**config.mk**
```make
export PLATFORM = sky130hd
export DESIGN_NAME = mem_port_arbiter_flat
export DESIGN_NICKNAME = d
export VERILOG_FILES = /design/src/rtl/mem_port_arbiter_if.sv /design/src/rtl/mem_port_arbiter.sv /design/src/flat_wrapper.sv
export SDC_FILE = /design/constraint.sdc
export NUM_CORES = 1
export LEC_CHECK = 0
export CAP_MARGIN = 5
export CORE_UTILIZATION = 25
export DETAILED_ROUTE_END_ITERATION = 8
export GPL_TIMING_DRIVEN = 0
export PLACE_DENSITY_LB_ADDON = 0.05
export SYNTH_ARGS = -nofsm -noshare
export SYNTH_HDL_FRONTEND = slang
export SYNTH_SLANG_ARGS = --single-unit
```
**constraint.sdc**
```tcl
create_clock -name clk -period 1.5 [get_ports clk]
set_input_delay 0.3 -clock clk [delete_from_list [all_inputs] [get_ports clk]]
set_output_delay 0.3 -clock clk [all_outputs]
set_load 0.02 [all_outputs]
```
**src/rtl/mem_port_arbiter_if.sv**
```systemverilog
// Bundle of the requester (I/D) and shared memory port signals seen by mem_port_arbiter.
// The slave modport is the arbiter's view; master is the core/memory environment's view.
interface mem_port_arbiter_if #(
    parameter int unsigned DW = 32,
    parameter int unsigned AW = 32
);
    logic              i_req;
    logic [AW-1:0]     i_adr;
    logic [DW-1:0]     i_rdata;
    logic              i_ack;

    logic              d_req;
    logic              d_we;
    logic [AW-1:0]     d_adr;
    logic [DW-1:0]     d_wdata;
    logic [DW/8-1:0]   d_byteen;
    logic [DW-1:0]     d_rdata;
    logic              d_ack;

    logic              err;

    logic              mem_req;
    logic              mem_we;
    logic [AW-1:0]     mem_adr;
    logic [DW-1:0]     mem_wdata;
    logic [DW/8-1:0]   mem_byteen;
    logic [DW-1:0]     mem_rdata;
    logic              mem_ack;

    modport slave (
        input  i_req, i_adr, d_req, d_we, d_adr, d_wdata, d_byteen, mem_rdata, mem_ack,
        output i_rdata, i_ack, d_rdata, d_ack, err,
               mem_req, mem_we, mem_adr, mem_wdata, mem_byteen
    );

    modport master (
        output i_req, i_adr, d_req, d_we, d_adr, d_wdata, d_byteen, mem_rdata, mem_ack,
        input  i_rdata, i_ack, d_rdata, d_ack, err,
               mem_req, mem_we, mem_adr, mem_wdata, mem_byteen
    );
endinterface

```
**src/rtl/mem_port_arbiter.sv**
```systemverilog
// Arbitrates the mips I-fetch and D requesters onto one shared memory port, with a
// round-robin tie-break and a watchdog that aborts unacknowledged transactions.
module mem_port_arbiter #(
    parameter int unsigned DW      = 32,
    parameter int unsigned AW      = 32,
    parameter int unsigned TIMEOUT = 255,
    parameter int unsigned TW      = 8
) (
    input  logic              clk,
    input  logic              reset,
    mem_port_arbiter_if.slave bus
);
    localparam int unsigned BW = DW / 8;
    localparam logic [TW-1:0] WDOG_LAST = TW'(TIMEOUT - 1);

    typedef enum logic [1:0] {IDLE, BUSY, DONE} state_t;

    state_t          state_q, state_d;
    logic [TW-1:0]   wdog_q, wdog_d;
    logic            last_d_q, last_d_d;
    logic            win_d_q, win_d_d;

    logic            mem_req_q, mem_req_d;
    logic            mem_we_q, mem_we_d;
    logic [AW-1:0]   mem_adr_q, mem_adr_d;
    logic [DW-1:0]   mem_wdata_q, mem_wdata_d;
    logic [BW-1:0]   mem_byteen_q, mem_byteen_d;
    logic [DW-1:0]   i_rdata_q, i_rdata_d;
    logic [DW-1:0]   d_rdata_q, d_rdata_d;
    logic            i_ack_q, i_ack_d;
    logic            d_ack_q, d_ack_d;
    logic            err_q, err_d;

    logic            grant_d, grant_i;
    logic            timed_out, finish;

    // Next-state and next-output logic; acks and err default low so they pulse for one cycle.
    always_comb begin
        state_d      = state_q;
        wdog_d       = wdog_q;
        last_d_d     = last_d_q;
        win_d_d      = win_d_q;
        mem_req_d    = mem_req_q;
        mem_we_d     = mem_we_q;
        mem_adr_d    = mem_adr_q;
        mem_wdata_d  = mem_wdata_q;
        mem_byteen_d = mem_byteen_q;
        i_rdata_d    = i_rdata_q;
        d_rdata_d    = d_rdata_q;
        i_ack_d      = 1'b0;
        d_ack_d      = 1'b0;
        err_d        = 1'b0;
        grant_d      = 1'b0;
        grant_i      = 1'b0;
        timed_out    = 1'b0;
        finish       = 1'b0;

        case (state_q)
            IDLE: begin
                // On a tie, D wins unless D had the previous grant.
                grant_d = bus.d_req && (!bus.i_req || !last_d_q);
                grant_i = bus.i_req && !grant_d;
                if (grant_d || grant_i) begin
                    win_d_d   = grant_d;
                    last_d_d  = grant_d;
                    wdog_d    = '0;
                    mem_req_d = 1'b1;
                    state_d   = BUSY;
                    if (grant_d) begin
                        mem_we_d     = bus.d_we;
                        mem_adr_d    = bus.d_adr;
                        mem_wdata_d  = bus.d_wdata;
                        mem_byteen_d = bus.d_byteen;
                    end else begin
                        mem_we_d     = 1'b0;
                        mem_adr_d    = bus.i_adr;
                        mem_wdata_d  = '0;
                        mem_byteen_d = '1;
                    end
                end
            end
            BUSY: begin
                // A real ack takes priority over a watchdog expiry in the same cycle.
                timed_out = !bus.mem_ack && (wdog_q == WDOG_LAST);
                finish    = bus.mem_ack || timed_out;
                if (finish) begin
                    mem_req_d = 1'b0;
                    err_d     = timed_out;
                    state_d   = DONE;
                    if (win_d_q) begin
                        d_ack_d   = 1'b1;
                        d_rdata_d = timed_out ? '0 : bus.mem_rdata;
                    end else begin
                        i_ack_d   = 1'b1;
                        i_rdata_d = timed_out ? '0 : bus.mem_rdata;
                    end
                end else begin
                    wdog_d = wdog_q + TW'(1);
                end
            end
            DONE: begin
                state_d = IDLE;
            end
            default: begin
                state_d = IDLE;
            end
        endcase
    end

    // State and registered outputs; reset abandons any transaction in flight.
    always_ff @(posedge clk) begin
        if (reset) begin
            state_q      <= IDLE;
            wdog_q       <= '0;
            last_d_q     <= 1'b0;
            win_d_q      <= 1'b0;
            mem_req_q    <= 1'b0;
            mem_we_q     <= 1'b0;
            mem_adr_q    <= '0;
            mem_wdata_q  <= '0;
            mem_byteen_q <= '0;
            i_rdata_q    <= '0;
            d_rdata_q    <= '0;
            i_ack_q      <= 1'b0;
            d_ack_q      <= 1'b0;
            err_q        <= 1'b0;
        end else begin
            state_q      <= state_d;
            wdog_q       <= wdog_d;
            last_d_q     <= last_d_d;
            win_d_q      <= win_d_d;
            mem_req_q    <= mem_req_d;
            mem_we_q     <= mem_we_d;
            mem_adr_q    <= mem_adr_d;
            mem_wdata_q  <= mem_wdata_d;
            mem_byteen_q <= mem_byteen_d;
            i_rdata_q    <= i_rdata_d;
            d_rdata_q    <= d_rdata_d;
            i_ack_q      <= i_ack_d;
            d_ack_q      <= d_ack_d;
            err_q        <= err_d;
        end
    end

    assign bus.mem_req    = mem_req_q;
    assign bus.mem_we     = mem_we_q;
    assign bus.mem_adr    = mem_adr_q;
    assign bus.mem_wdata  = mem_wdata_q;
    assign bus.mem_byteen = mem_byteen_q;
    assign bus.i_rdata    = i_rdata_q;
    assign bus.d_rdata    = d_rdata_q;
    assign bus.i_ack      = i_ack_q;
    assign bus.d_ack      = d_ack_q;
    assign bus.err        = err_q;

endmodule

```
**src/flat_wrapper.sv**
```systemverilog
// flat-port wrapper written by rule: the top's interface ports become plain ports
module mem_port_arbiter_flat 
#(
    parameter int unsigned DW      = 32,
    parameter int unsigned AW      = 32,
    parameter int unsigned TIMEOUT = 255,
    parameter int unsigned TW      = 8
)
  (clk, reset, bus_i_req, bus_i_adr, bus_d_req, bus_d_we, bus_d_adr, bus_d_wdata, bus_d_byteen, bus_mem_rdata, bus_mem_ack, bus_i_rdata, bus_i_ack, bus_d_rdata, bus_d_ack, bus_err, bus_mem_req, bus_mem_we, bus_mem_adr, bus_mem_wdata, bus_mem_byteen);
  mem_port_arbiter_if #(.DW(DW), .AW(AW)) bus_i ();
  input  logic clk;
  input  logic reset;
  input wire logic [$bits(bus_i.i_req)-1:0] bus_i_req;
  input wire logic [$bits(bus_i.i_adr)-1:0] bus_i_adr;
  input wire logic [$bits(bus_i.d_req)-1:0] bus_d_req;
  input wire logic [$bits(bus_i.d_we)-1:0] bus_d_we;
  input wire logic [$bits(bus_i.d_adr)-1:0] bus_d_adr;
  input wire logic [$bits(bus_i.d_wdata)-1:0] bus_d_wdata;
  input wire logic [$bits(bus_i.d_byteen)-1:0] bus_d_byteen;
  input wire logic [$bits(bus_i.mem_rdata)-1:0] bus_mem_rdata;
  input wire logic [$bits(bus_i.mem_ack)-1:0] bus_mem_ack;
  output wire logic [$bits(bus_i.i_rdata)-1:0] bus_i_rdata;
  output wire logic [$bits(bus_i.i_ack)-1:0] bus_i_ack;
  output wire logic [$bits(bus_i.d_rdata)-1:0] bus_d_rdata;
  output wire logic [$bits(bus_i.d_ack)-1:0] bus_d_ack;
  output wire logic [$bits(bus_i.err)-1:0] bus_err;
  output wire logic [$bits(bus_i.mem_req)-1:0] bus_mem_req;
  output wire logic [$bits(bus_i.mem_we)-1:0] bus_mem_we;
  output wire logic [$bits(bus_i.mem_adr)-1:0] bus_mem_adr;
  output wire logic [$bits(bus_i.mem_wdata)-1:0] bus_mem_wdata;
  output wire logic [$bits(bus_i.mem_byteen)-1:0] bus_mem_byteen;
  assign bus_i.i_req = bus_i_req;
  assign bus_i.i_adr = bus_i_adr;
  assign bus_i.d_req = bus_d_req;
  assign bus_i.d_we = bus_d_we;
  assign bus_i.d_adr = bus_d_adr;
  assign bus_i.d_wdata = bus_d_wdata;
  assign bus_i.d_byteen = bus_d_byteen;
  assign bus_i.mem_rdata = bus_mem_rdata;
  assign bus_i.mem_ack = bus_mem_ack;
  assign bus_i_rdata = bus_i.i_rdata;
  assign bus_i_ack = bus_i.i_ack;
  assign bus_d_rdata = bus_i.d_rdata;
  assign bus_d_ack = bus_i.d_ack;
  assign bus_err = bus_i.err;
  assign bus_mem_req = bus_i.mem_req;
  assign bus_mem_we = bus_i.mem_we;
  assign bus_mem_adr = bus_i.mem_adr;
  assign bus_mem_wdata = bus_i.mem_wdata;
  assign bus_mem_byteen = bus_i.mem_byteen;
  mem_port_arbiter #(.DW(DW), .AW(AW), .TIMEOUT(TIMEOUT), .TW(TW)) u_core (.clk(clk), .reset(reset), .bus(bus_i));
endmodule
```
==> run_results.csv, run 1 <==
group,metric,value,unit
status,violations,"negative setup slack",
grt,antenna_found_initial,2,
grt,grtUsageTotal,18.6,%
pwr,power.density,1030,nW/um^2
timing,max_slew.worst_pin.slew,0.692,ns
grt,grt_pass1_vias,6130,
pwr,power,11.2,mW
timing,finalCriticalPeriod,1.60,ns
clocking,clk_latency,0.43,ns
logic_synthesis,synth-edff-count,0,
logic_synthesis,syn_area_per_cell,9.12,um^2
final_layout,multi_input_area,3220,um^2
pwr,leakage,4.41,nW
logic_synthesis,synth-seq-area-share,49.9,%
drt,first_pass_iters,4,
timing,grt_setup_unrepaired,"true",
timing,finalCritPeriodShare,106,%
drt,avgRoutedWirePerCell,17.4,um
floorplanning,rows,56,
hold_path,worstHoldPathCells,4,
clocking,clock-sinks,148,
final_layout,final_nets,1118,
hold_path,hold-path-endpoint,"u_core.wdog_q[1]",
place,dp.cells,1244,
clocking,cts_root_buf,"clkbuf_16",
logic_synthesis,ys_ff_latch,148,
setup_path,regToRegSetupSlack,-0.1,ns
logic_synthesis,synth_nets,791,
hold_path,worstHoldStart,"bus_d_req",
clocking,cts_buffer_depth,2,
logic_synthesis,synthTopCellsByArea,"dfxtp_1 (50%), a21oi_1 (8.6%), a211oi_1 (8.1%)",
drt,drt-total-wl,22800,um
timing,skew,0.0103,ns
floorplanning,core-area,23400,um^2
timing,setup_viol,55,
logic_synthesis,post-synth-top-count-cell,"dfxtp_1",
floorplanning,die_width,156,um
floorplanning,die-area,24400,um^2
status,status,"finished with violations",
timing,drv_slew,0,
hold_path,min_path_type,"in -> reg",
final_layout,finalNonFillerCells,1308,
setup_path,path_max_fanout,5,
setup_path,crit_path_end_kind,"flip-flop",
grt,gr-total-overflow,0,
clocking,hold_buffers,0,
drt,vias,6219,
drt,drtIter0Drc,229,
final_layout,regArea,2970,um^2
job,max_cap_viol_count,0,
drt,drcViolationCount,0,
drt,final_antenna_net_count,0,
clocking,clkTransAtPathRegs,0.06,ns
setup_path,worst-setup-path-type,"reg -> reg",
place,dp_slack,-1.15,ns
floorplanning,ios,275,
final_layout,diodes,0,
place,io_buffers,274,
floorplanning,start_util,25.4,%
clocking,cts_tree,"built",
logic_synthesis,synth_cells,651,
logic_synthesis,synth_cell_type_count,36,
setup_path,crit_arrival,1.94,ns
clocking,cts_buffers,17,
setup_path,timing.rr.end,"u_core.bus.d_rdata[19]",
grt,grt_pass1_wl,34800,um
timing,timing.hold.ws,0.394,ns
logic_synthesis,syn_area,5940,um^2
setup_path,crit_required,1.84,ns
logic_synthesis,yosys.area.top_type,"dfxtp_1",
logic_synthesis,synth_warnings,0,
final_layout,synthToLayoutAreaGrowth,82.1,%
timing,relSlewSlack,53.8,%
pwr,ir_drop,564,uV
final_layout,fill_cells,2410,
drt,viasPerCell,4.75,
final_layout,finish.utilization,46.2,%
logic_synthesis,synth-main-ff-cell,"dfxtp_1",
place,gp_congestion,0.766,
setup_path,r2r-start,"u_core.wdog_q[0]",
timing,hold_violations,0,
setup_path,worstRegToRegCells,8,
clocking,cts.htree.levels,4,
final_layout,drive_gt1_share,23.6,%
logic_synthesis,yosys.area.top_type_share,49.9,%
logic_synthesis,synth_common_cells,"dfxtp_1 (148), a21oi_1 (102), nor2_1 (79), a211oi_1 (64), nand2_1 (38)",
grt,grt_max_degree,17,
timing,fmaxAchievable,626,MHz
place,dp_hpwl,15600,um
logic_synthesis,async_reset_ff_share,0,%
setup_path,cp-start-kind,"flip-flop",
timing,fin_ws,-0.0964,ns
floorplanning,die_h,156,um
cells by family (layout without fill, tap and decap cells):
kind of cell,after synthesis,after routing,synth area share [%]
buffers and inverters,69,407,5.63
adder cells (fa/ha/maj),2,2,0.421
multiplexers,32,32,5.40
AO/OA/AOI/OAI,247,247,27.4
flip-flops,148,148,49.9
AND/OR/NAND/NOR,153,153,11.2
cell type report:
type / instances / share of cell area [%]
timing repair buffer: 309 / 27.7
sequential: 148 / 27.5
inverter: 3 / 0.127
clock buffer: 18 / 3.97
multi-input combinational: 434 / 29.8
buffer: 65 / 5.80
clock inverter: 12 / 1.43
tap: 319 / 3.69
per-layer routing:
metal  global-route usage (%)  routed length, um  vias to the layer above
met5                        0                 23                        -
met3                     6.39               1710                       24
met1                     23.2              10000                     2917
li1                         -                  -                     3067
met2                     29.5              10700                      207
met4                     6.86                371                        4
per-stage QoR:
step | instance area [um^2] | setup TNS (ns)
floorplan | 5960 | -0.0521
global placement | 9100 | -120.07
detailed placement | 9100 | -124.44
CTS | 10500 | -6.62
global route | 10800 | -5.60
finish | 10800 | -2.06
worst max-delay path by stage:
stage | startpoint | end | slack (ns) | cells after the start
after floorplan | u_core.wdog_q[0] | u_core.bus.i_rdata[0] | -0.002 | 8
after global placement | reset | u_core.bus.i_rdata[27] | -1.11 | 5
after detailed placement | reset | u_core.bus.i_rdata[23] | -1.15 | 5
after CTS | u_core.wdog_q[0] | u_core.bus.d_rdata[28] | -0.19 | 9
after global routing | u_core.wdog_q[0] | u_core.bus.d_rdata[18] | -0.16 | 8
final | u_core.wdog_q[0] | u_core.bus.d_rdata[19] | -0.1 | 8
worst max-delay path: stages (launching register included):
cell and delay, ns:
dfxtp_4 0.37, inv_4 0.04, ha_4 0.14, nand4_1 0.11, nor2_2 0.08, o21a_4 0.25
buf_12 0.15, buf_16 0.13, a311oi_2 0.25
flip-flops by register name (all words and copies together), names as in the netlist, 2 cells and up:
name                   flops
u_core.bus.d_rdata        32
u_core.bus.i_rdata        32
u_core.bus.mem_adr        32
u_core.bus.mem_wdata      32
u_core.wdog_q              8
u_core.bus.mem_byteen      4
u_core.state_q             2
repair_timing:
item / 4_1_cts / 5_1_grt
setup buffers: 21 / 10
resized for setup: 299 / 98
pin swaps: 18 / 34
endpoints found under the setup margin: 285 / 136
gates cloned: 8 / 3
cells in the final DEF, fill, tap and decap left out, types with 3 or more instances in the layout:
cell type,count
a211oi_2,32
buf_6,23
nand2b_1,3
buf_8,9
buf_4,22
a211oi_1,32
clkbuf_1,6
clkinv_2,3
a21oi_1,95
a311oi_1,3
bufinv_16,3
clkdlybuf4s50_1,134
clkbuf_16,19
clkbuf_2,17
nor3_1,7
a311oi_2,30
a21oi_2,6
nand2_1,31
a22oi_2,3
nor2_1,77
mux2i_2,4
nand2_2,5
dfxtp_1,144
mux2i_1,26
dlymetal6s2s_1,3
buf_12,10
nand3_1,4
a22oi_1,30
clkbuf_4,7
dlygate4sd2_1,136
power breakdown:
group	switching, mW	internal (mW)	leakage (nW)
Sequential	0.121	4.16	1.21
Combinational	1.32	1.17	2.91
Clock	1.77	2.60	0.282
Note: power is estimated with default switching activity, not from simulation.
==> inputs of run 2 (changes only) <==
Settings changed: CORE_MARGIN set to 2, DONT_BUFFER_PORTS set to 1.
==> run 2 against run 1 <==
  * The flow still finishes with violations (negative setup slack)
  * Clock skew rose by 0.0011 ns
  * Highest routed layer is now met4
  * Final area fell by 26%
  * Clock power barely moved
  * Sequential cell count did not move
  * Register-to-register slack got worse by 0.02 ns
  * Cell count fell by 21%
  * Critical path type unchanged
  * Critical path depth fell by 2
  * Critical endpoint is now u_core.bus.d_rdata[27]
  * Wire length fell by 9.1%
  * Non-clock buffer count fell by 280
  * Power fell by 6.8%
  * Combinational power fell by 43%
==> run_results.csv, run 2 (synthesized netlist as in run 1, its figures left out) <==
group,metric,value,unit
clocking,cts.htree.levels,4,
setup_path,cp-start-kind,"flip-flop",
clocking,clk_latency,0.42,ns
setup_path,path_max_fanout,10,
drt,vias,5223,
final_layout,drive_gt1_share,29.1,%
place,dp_slack,-0.664,ns
hold_path,worstHoldPathCells,2,
place,dpl_cell_area,6360,um^2
clocking,clkTransAtPathRegs,0.07,ns
grt,globalRouteMet2Util,25.5,%
job,max_cap_viol_count,0,
floorplanning,start_util,25.4,%
timing,drv_slew,0,
drt,first_pass_iters,4,
floorplanning,die_width,158,um
grt,gr-total-overflow,0,
grt,grt_pass1_vias,5152,
hold_path,worstHoldStart,"bus_d_wdata[12]",
drt,drtIter0Drc,208,
setup_path,r2r-start,"u_core.state_q[1]",
grt,grt.busiest_layer,"met2",
setup_path,crit_arrival,1.92,ns
setup_path,worst-setup-path-type,"reg -> reg",
place,io_buffers,0,
final_layout,fill_cells,2436,
timing,fmaxAchievable,618,MHz
clocking,hold_buffers,0,
timing,max_slew.worst_pin.slew,0.782,ns
drt,avgRoutedWirePerCell,20.1,um
floorplanning,die_h,158,um
timing,finalCritPeriodShare,108,%
timing,grt_setup_unrepaired,"true",
setup_path,crit_required,1.80,ns
pwr,ir_drop,663,uV
timing,fin_ws,-0.119,ns
grt,grt_util_met1,18.5,%
setup_path,timing.rr.end,"u_core.bus.d_rdata[27]",
status,status,"finished with violations",
final_layout,final_area,8010,um^2
grt,grt_max_degree,17,
pwr,power.density,1300,nW/um^2
timing,setup_tns,-3.09,ns
drt,drcViolationCount,0,
final_layout,finish.utilization,34.2,%
grt,antenna_found_initial,0,
status,violations,"negative setup slack",
grt,grtUsageTotal,15.3,%
hold_path,min_path_type,"in -> reg",
pwr,leakage,2.69,nW
final_layout,diodes,0,
place,gp_congestion,0.792,
drt,final_antenna_net_count,0,
final_layout,final_nets,838,
timing,skew,0.0114,ns
drt,drt-total-wl,20700,um
timing,hold_violations,0,
clocking,clock-sinks,148,
setup_path,regToRegSetupSlack,-0.12,ns
final_layout,synthToLayoutAreaGrowth,34.8,%
timing,finalCriticalPeriod,1.62,ns
floorplanning,rows,56,
floorplanning,die-area,25000,um^2
timing,relSlewSlack,47.9,%
setup_path,worstRegToRegCells,6,
final_layout,final_cell_mix,"dfxtp_1 (144), a21oi_1 (100), nor2_1 (77)",
clocking,cts_root_buf,"clkbuf_16",
hold_path,hold-path-endpoint,"u_core.bus.mem_wdata[12]",
drt,viasPerCell,5.07,
final_layout,final_common_cell,"dfxtp_1",
place,dp_hpwl,14800,um
grt,grt_use_met3,5.45,%
floorplanning,ios,275,
clocking,cts_buffers,17,
grt,grt_pass1_wl,29300,um
setup_path,crit_path_end_kind,"flip-flop",
timing,setup_viol,65,
floorplanning,core-area,23400,um^2
clocking,cts_tree,"built",
clocking,cts_buffer_depth,2,
run 2: through the flow:
stage                     std cells  hold slack, ns  power, mW
final                          1030          0.0348       10.4
after global routing           1030          0.0245       10.8
after CTS                      1015          0.0140       10.3
after detailed placement        970           0.469       5.76
after global placement          970           0.463       5.75
after floorplan                 651           0.460       5.42
run 2: where the power goes:
group	internal (mW)	total, mW	leakage (nW)	switching (mW)
Sequential	4.16	4.62	1.21	0.458
Clock	2.53	4.35	0.276	1.82
Combinational	0.621	1.42	1.20	0.800
Total	7.32	10.4	2.69	3.08
run 2: repair_timing:
action	CTS	global route
endpoints found under the setup margin	146	140
pin swaps	8	21
endpoints found under the hold margin	0	0
cloned	1	5
resized for setup	85	127
buffers inserted	13	10
run 2: cell type report:
type	count	area, um^2	share of cell area (%)
plain buffers	65	571	7.13
flip-flops and latches	148	2970	37.1
clock inverters	12	145	1.81
well taps	319	399	4.99
clock buffers	20	447	5.58
repair buffers	29	305	3.81
inverters	3	11.3	0.141
multi-input cells	434	3160	39.4
run 2: how the worst max path moves through the flow:
stage	startpoint	endpoint	cells past startpoint
after detailed placement	reset	u_core.bus.i_rdata[29]	4
final	u_core.state_q[1]	u_core.bus.d_rdata[27]	6
after global routing	u_core.wdog_q[0]	u_core.bus.d_rdata[27]	7
after floorplan	u_core.wdog_q[0]	u_core.bus.i_rdata[0]	8
after global placement	reset	u_core.bus.i_rdata[26]	4
after CTS	u_core.wdog_q[0]	u_core.bus.d_rdata[12]	8
run 2: worst max-delay path, stage by stage, from the launching register on:
cell and delay (ns):
dfxtp_4 0.37, and2b_2 0.24, and3_4 0.22, buf_8 0.14, buf_8 0.14, nand2_1 0.06, a311oi_1 0.32
run 2: per-layer routing:
metal | routed length, um | up-vias | part of all wire, %
li1 | - | 2509 | -
met1 | 8330 | 2507 | 40
met2 | 10300 | 195 | 50
met3 | 1890 | 12 | 9.1
met4 | 228 | 0 | 1.1
met5 | 0 | - | 0
==> inputs of run 3 (changes only) <==
Settings changed: ABC_AREA set to 1.
==> run 3 against run 2 <==
  * The run still ends with negative setup slack left
  * Critical path depth up 4
  * Synthesized cell count up 41%
  * Core utilization up 1.7 points
  * Count of clock-buffer cells in the layout down 1
  * Clock skew about the same
  * Via count up 9.2%
  * Wire length up 4.7%
  * Sequential share of layout area down 2.9 points
  * Die area up 3.6%
  * Non-clock buffer count up 8
  * Critical endpoint is now u_core.bus.i_rdata[25]
==> run_results.csv, run 3 <==
group,metric,value,unit
status,status,"finished with violations",
status,violations,"negative setup slack",
logic_synthesis,ys_ff_latch,148,
setup_path,crit_path_end_kind,"flip-flop",
place,gp_congestion,0.748,
place,dp_slack,-0.708,ns
pwr,power.density,1240,nW/um^2
place,dp_hpwl,14800,um
timing,fmaxAchievable,618,MHz
timing,setup_tns,-4.09,ns
clocking,clk_latency,0.43,ns
logic_synthesis,synth_warnings,0,
setup_path,worst-setup-path-type,"reg -> reg",
hold_path,hold-path-endpoint,"u_core.bus.i_rdata[8]",
pwr,leakage,3.86,nW
final_layout,finish.utilization,35.9,%
timing,fin_ws,-0.118,ns
setup_path,timing.rr.end,"u_core.bus.i_rdata[25]",
setup_path,crit_arrival,1.94,ns
logic_synthesis,syn_area,6160,um^2
logic_synthesis,synth_cell_type_count,22,
setup_path,worstRegToRegCells,10,
drt,viasPerCell,4.31,
floorplanning,die-area,25900,um^2
logic_synthesis,async_reset_ff_share,0,%
logic_synthesis,synthTopCellsByArea,"dfxtp_1 (48%), nand2_1 (17%), nor2_1 (12%)",
final_layout,drive_gt1_share,27.1,%
grt,gr-total-overflow,0,
logic_synthesis,post-synth-top-count-cell,"nand2_1",
logic_synthesis,yosys.area.top_type,"dfxtp_1",
clocking,cts_root_buf,"clkbuf_16",
floorplanning,die_h,161,um
floorplanning,rows,57,
hold_path,worstHoldPathCells,2,
logic_synthesis,synth-edff-count,0,
grt,grt_pass1_wl,32200,um
grt,grt_pass1_vias,5678,
timing,timing.hold.ws,0.0161,ns
timing,max_slew.worst_pin.slew,0.723,ns
timing,relSlewSlack,51.8,%
setup_path,path_max_fanout,7,
setup_path,regToRegSetupSlack,-0.12,ns
timing,hold_violations,0,
logic_synthesis,syn_area_per_cell,6.70,um^2
floorplanning,die_width,161,um
grt,antenna_found_initial,0,
final_layout,synthToLayoutAreaGrowth,41.3,%
floorplanning,core-area,24200,um^2
place,io_buffers,0,
floorplanning,start_util,25.4,%
floorplanning,ios,275,
pwr,power,10.8,mW
timing,grt_setup_unrepaired,"true",
clocking,cts.htree.levels,4,
timing,drv_slew,0,
hold_path,min_path_type,"in -> reg",
final_layout,final_nets,1127,
drt,drtIter0Drc,220,
drt,vias,5701,
final_layout,diodes,0,
drt,drt-total-wl,21700,um
job,max_cap_viol_count,0,
pwr,ir_drop,673,uV
logic_synthesis,synth_common_cells,"nand2_1 (284), nor2_1 (203), dfxtp_1 (148), inv_1 (79), a21oi_1 (50)",
logic_synthesis,synth-main-ff-cell,"dfxtp_1",
timing,finalCritPeriodShare,108,%
clocking,cts_buffers,17,
setup_path,cp-start-kind,"flip-flop",
timing,finalCriticalPeriod,1.62,ns
clocking,clock-sinks,148,
drt,first_pass_iters,4,
drt,avgRoutedWirePerCell,16.4,um
setup_path,r2r-start,"u_core.wdog_q[0]",
logic_synthesis,yosys.area.top_type_share,48.1,%
hold_path,worstHoldStart,"bus_mem_rdata[8]",
grt,grt_max_degree,17,
timing,setup_viol,68,
logic_synthesis,synth_cells,919,
setup_path,crit_required,1.83,ns
grt,grtUsageTotal,16.2,%
clocking,cts_tree,"built",
timing,skew,0.0115,ns
clocking,cts_buffer_depth,2,
logic_synthesis,synth-seq-area-share,48.1,%
drt,final_antenna_net_count,0,
final_layout,final_common_cell,"nand2_1",
clocking,clkTransAtPathRegs,0.07,ns
drt,drcViolationCount,0,
final_layout,final_cell_mix,"nand2_1 (234), nor2_1 (175), dfxtp_1 (141)",
logic_synthesis,synth_nets,1059,
run 3: cell types whose count changed in the layout (fill, tap and decap cells not counted), moves of 21 or more:
cell,previous run,this run
nand2_1,37,234
nor2_1,77,175
a21oi_1,100,35
inv_1,2,57
o21ai_1,2,48
a211oi_1,38,0
nand2_2,0,35
a211oi_2,26,0
a311oi_2,26,0
a22oi_1,25,0
mux2i_1,25,0
inv_2,1,22
run 3: area by class of cell:
class                           count  area, um^2
Buffer                             51         582
Tap cell                          324         405
Inverter                           84         343
Sequential cell                   148        2970
Clock inverter                     13         149
Multi-Input combinational cell    634        3140
Clock buffer                       19         443
Fill cell                        2591       15600
Timing Repair Buffer               51         659
run 3: worst max-delay path by stage:
stage	slack, ns	end	depth (start not counted)	startpoint
2_1_floorplan	0.002	u_core.bus.d_rdata[10]	11	u_core.wdog_q[0]
3_3_place_gp	-0.73	u_core.bus.i_rdata[0]	6	reset
3_5_place_dp	-0.71	u_core.bus.i_rdata[2]	6	reset
4_1_cts	-0.09	u_core.bus.d_rdata[25]	12	u_core.wdog_q[0]
5_1_grt	-0.18	u_core.bus.i_rdata[27]	12	u_core.wdog_q[0]
6_report	-0.12	u_core.bus.i_rdata[25]	10	u_core.wdog_q[0]
run 3: cell families (layout without fill, tap and decap cells):
group	after synthesis	in the layout	synth area share, %
AOI/OAI and AO/OA	123	123	10.2
and+or+nand+nor	508	508	31.7
adders and majority gates	2	2	0.406
DFF	148	148	48.1
buffers and inverters	137	218	9.37
xor gates and xnor gates	1	1	0.142
run 3: timing repair:
| item | 4_1_cts | 5_1_grt |
|---|---|---|
| setup endpoints to repair | 146 | 147 |
| resized for setup | 161 | 168 |
| hold endpoints to repair | 9 | 0 |
| hold buffers | 9 | 0 |
| gates cloned | 6 | 10 |
| pin swaps | 11 | 38 |
| buffers inserted | 19 | 10 |
run 3: stage by stage:
step                cells  area [um^2]
floorplan             919         6160
global placement     1243         6560
detailed placement   1243         6560
CTS                  1309         8030
global route         1324         8700
finish               1324         8700
run 3: critical path: stages, from the launching register on:
cell and delay [ns]:
dfxtp_2 0.33, inv_2 0.06, ha_4 0.14, nand2_4 0.05, nor2_4 0.12, buf_6 0.12
nand3_4 0.17, buf_4 0.21, buf_6 0.13, a21oi_1 0.14, nor2_1 0.06
run 3: per-layer routing:
metal / part of all wire, % / vias to the layer above / GRT usage [%]
met1: 46 / 2584 / 20.4
met4: 1.3 / 0 / 4.55
li1: - / 2948 / -
met2: 46 / 152 / 26.5
met3: 6.6 / 17 / 5.37
met5: 0 / - / 0
run 3: report_power, final:
part / switching, mW / internal, mW / total [mW]
logic: 0.891 / 0.712 / 1.60
clock network: 1.88 / 2.52 / 4.41
registers: 0.550 / 4.22 / 4.77
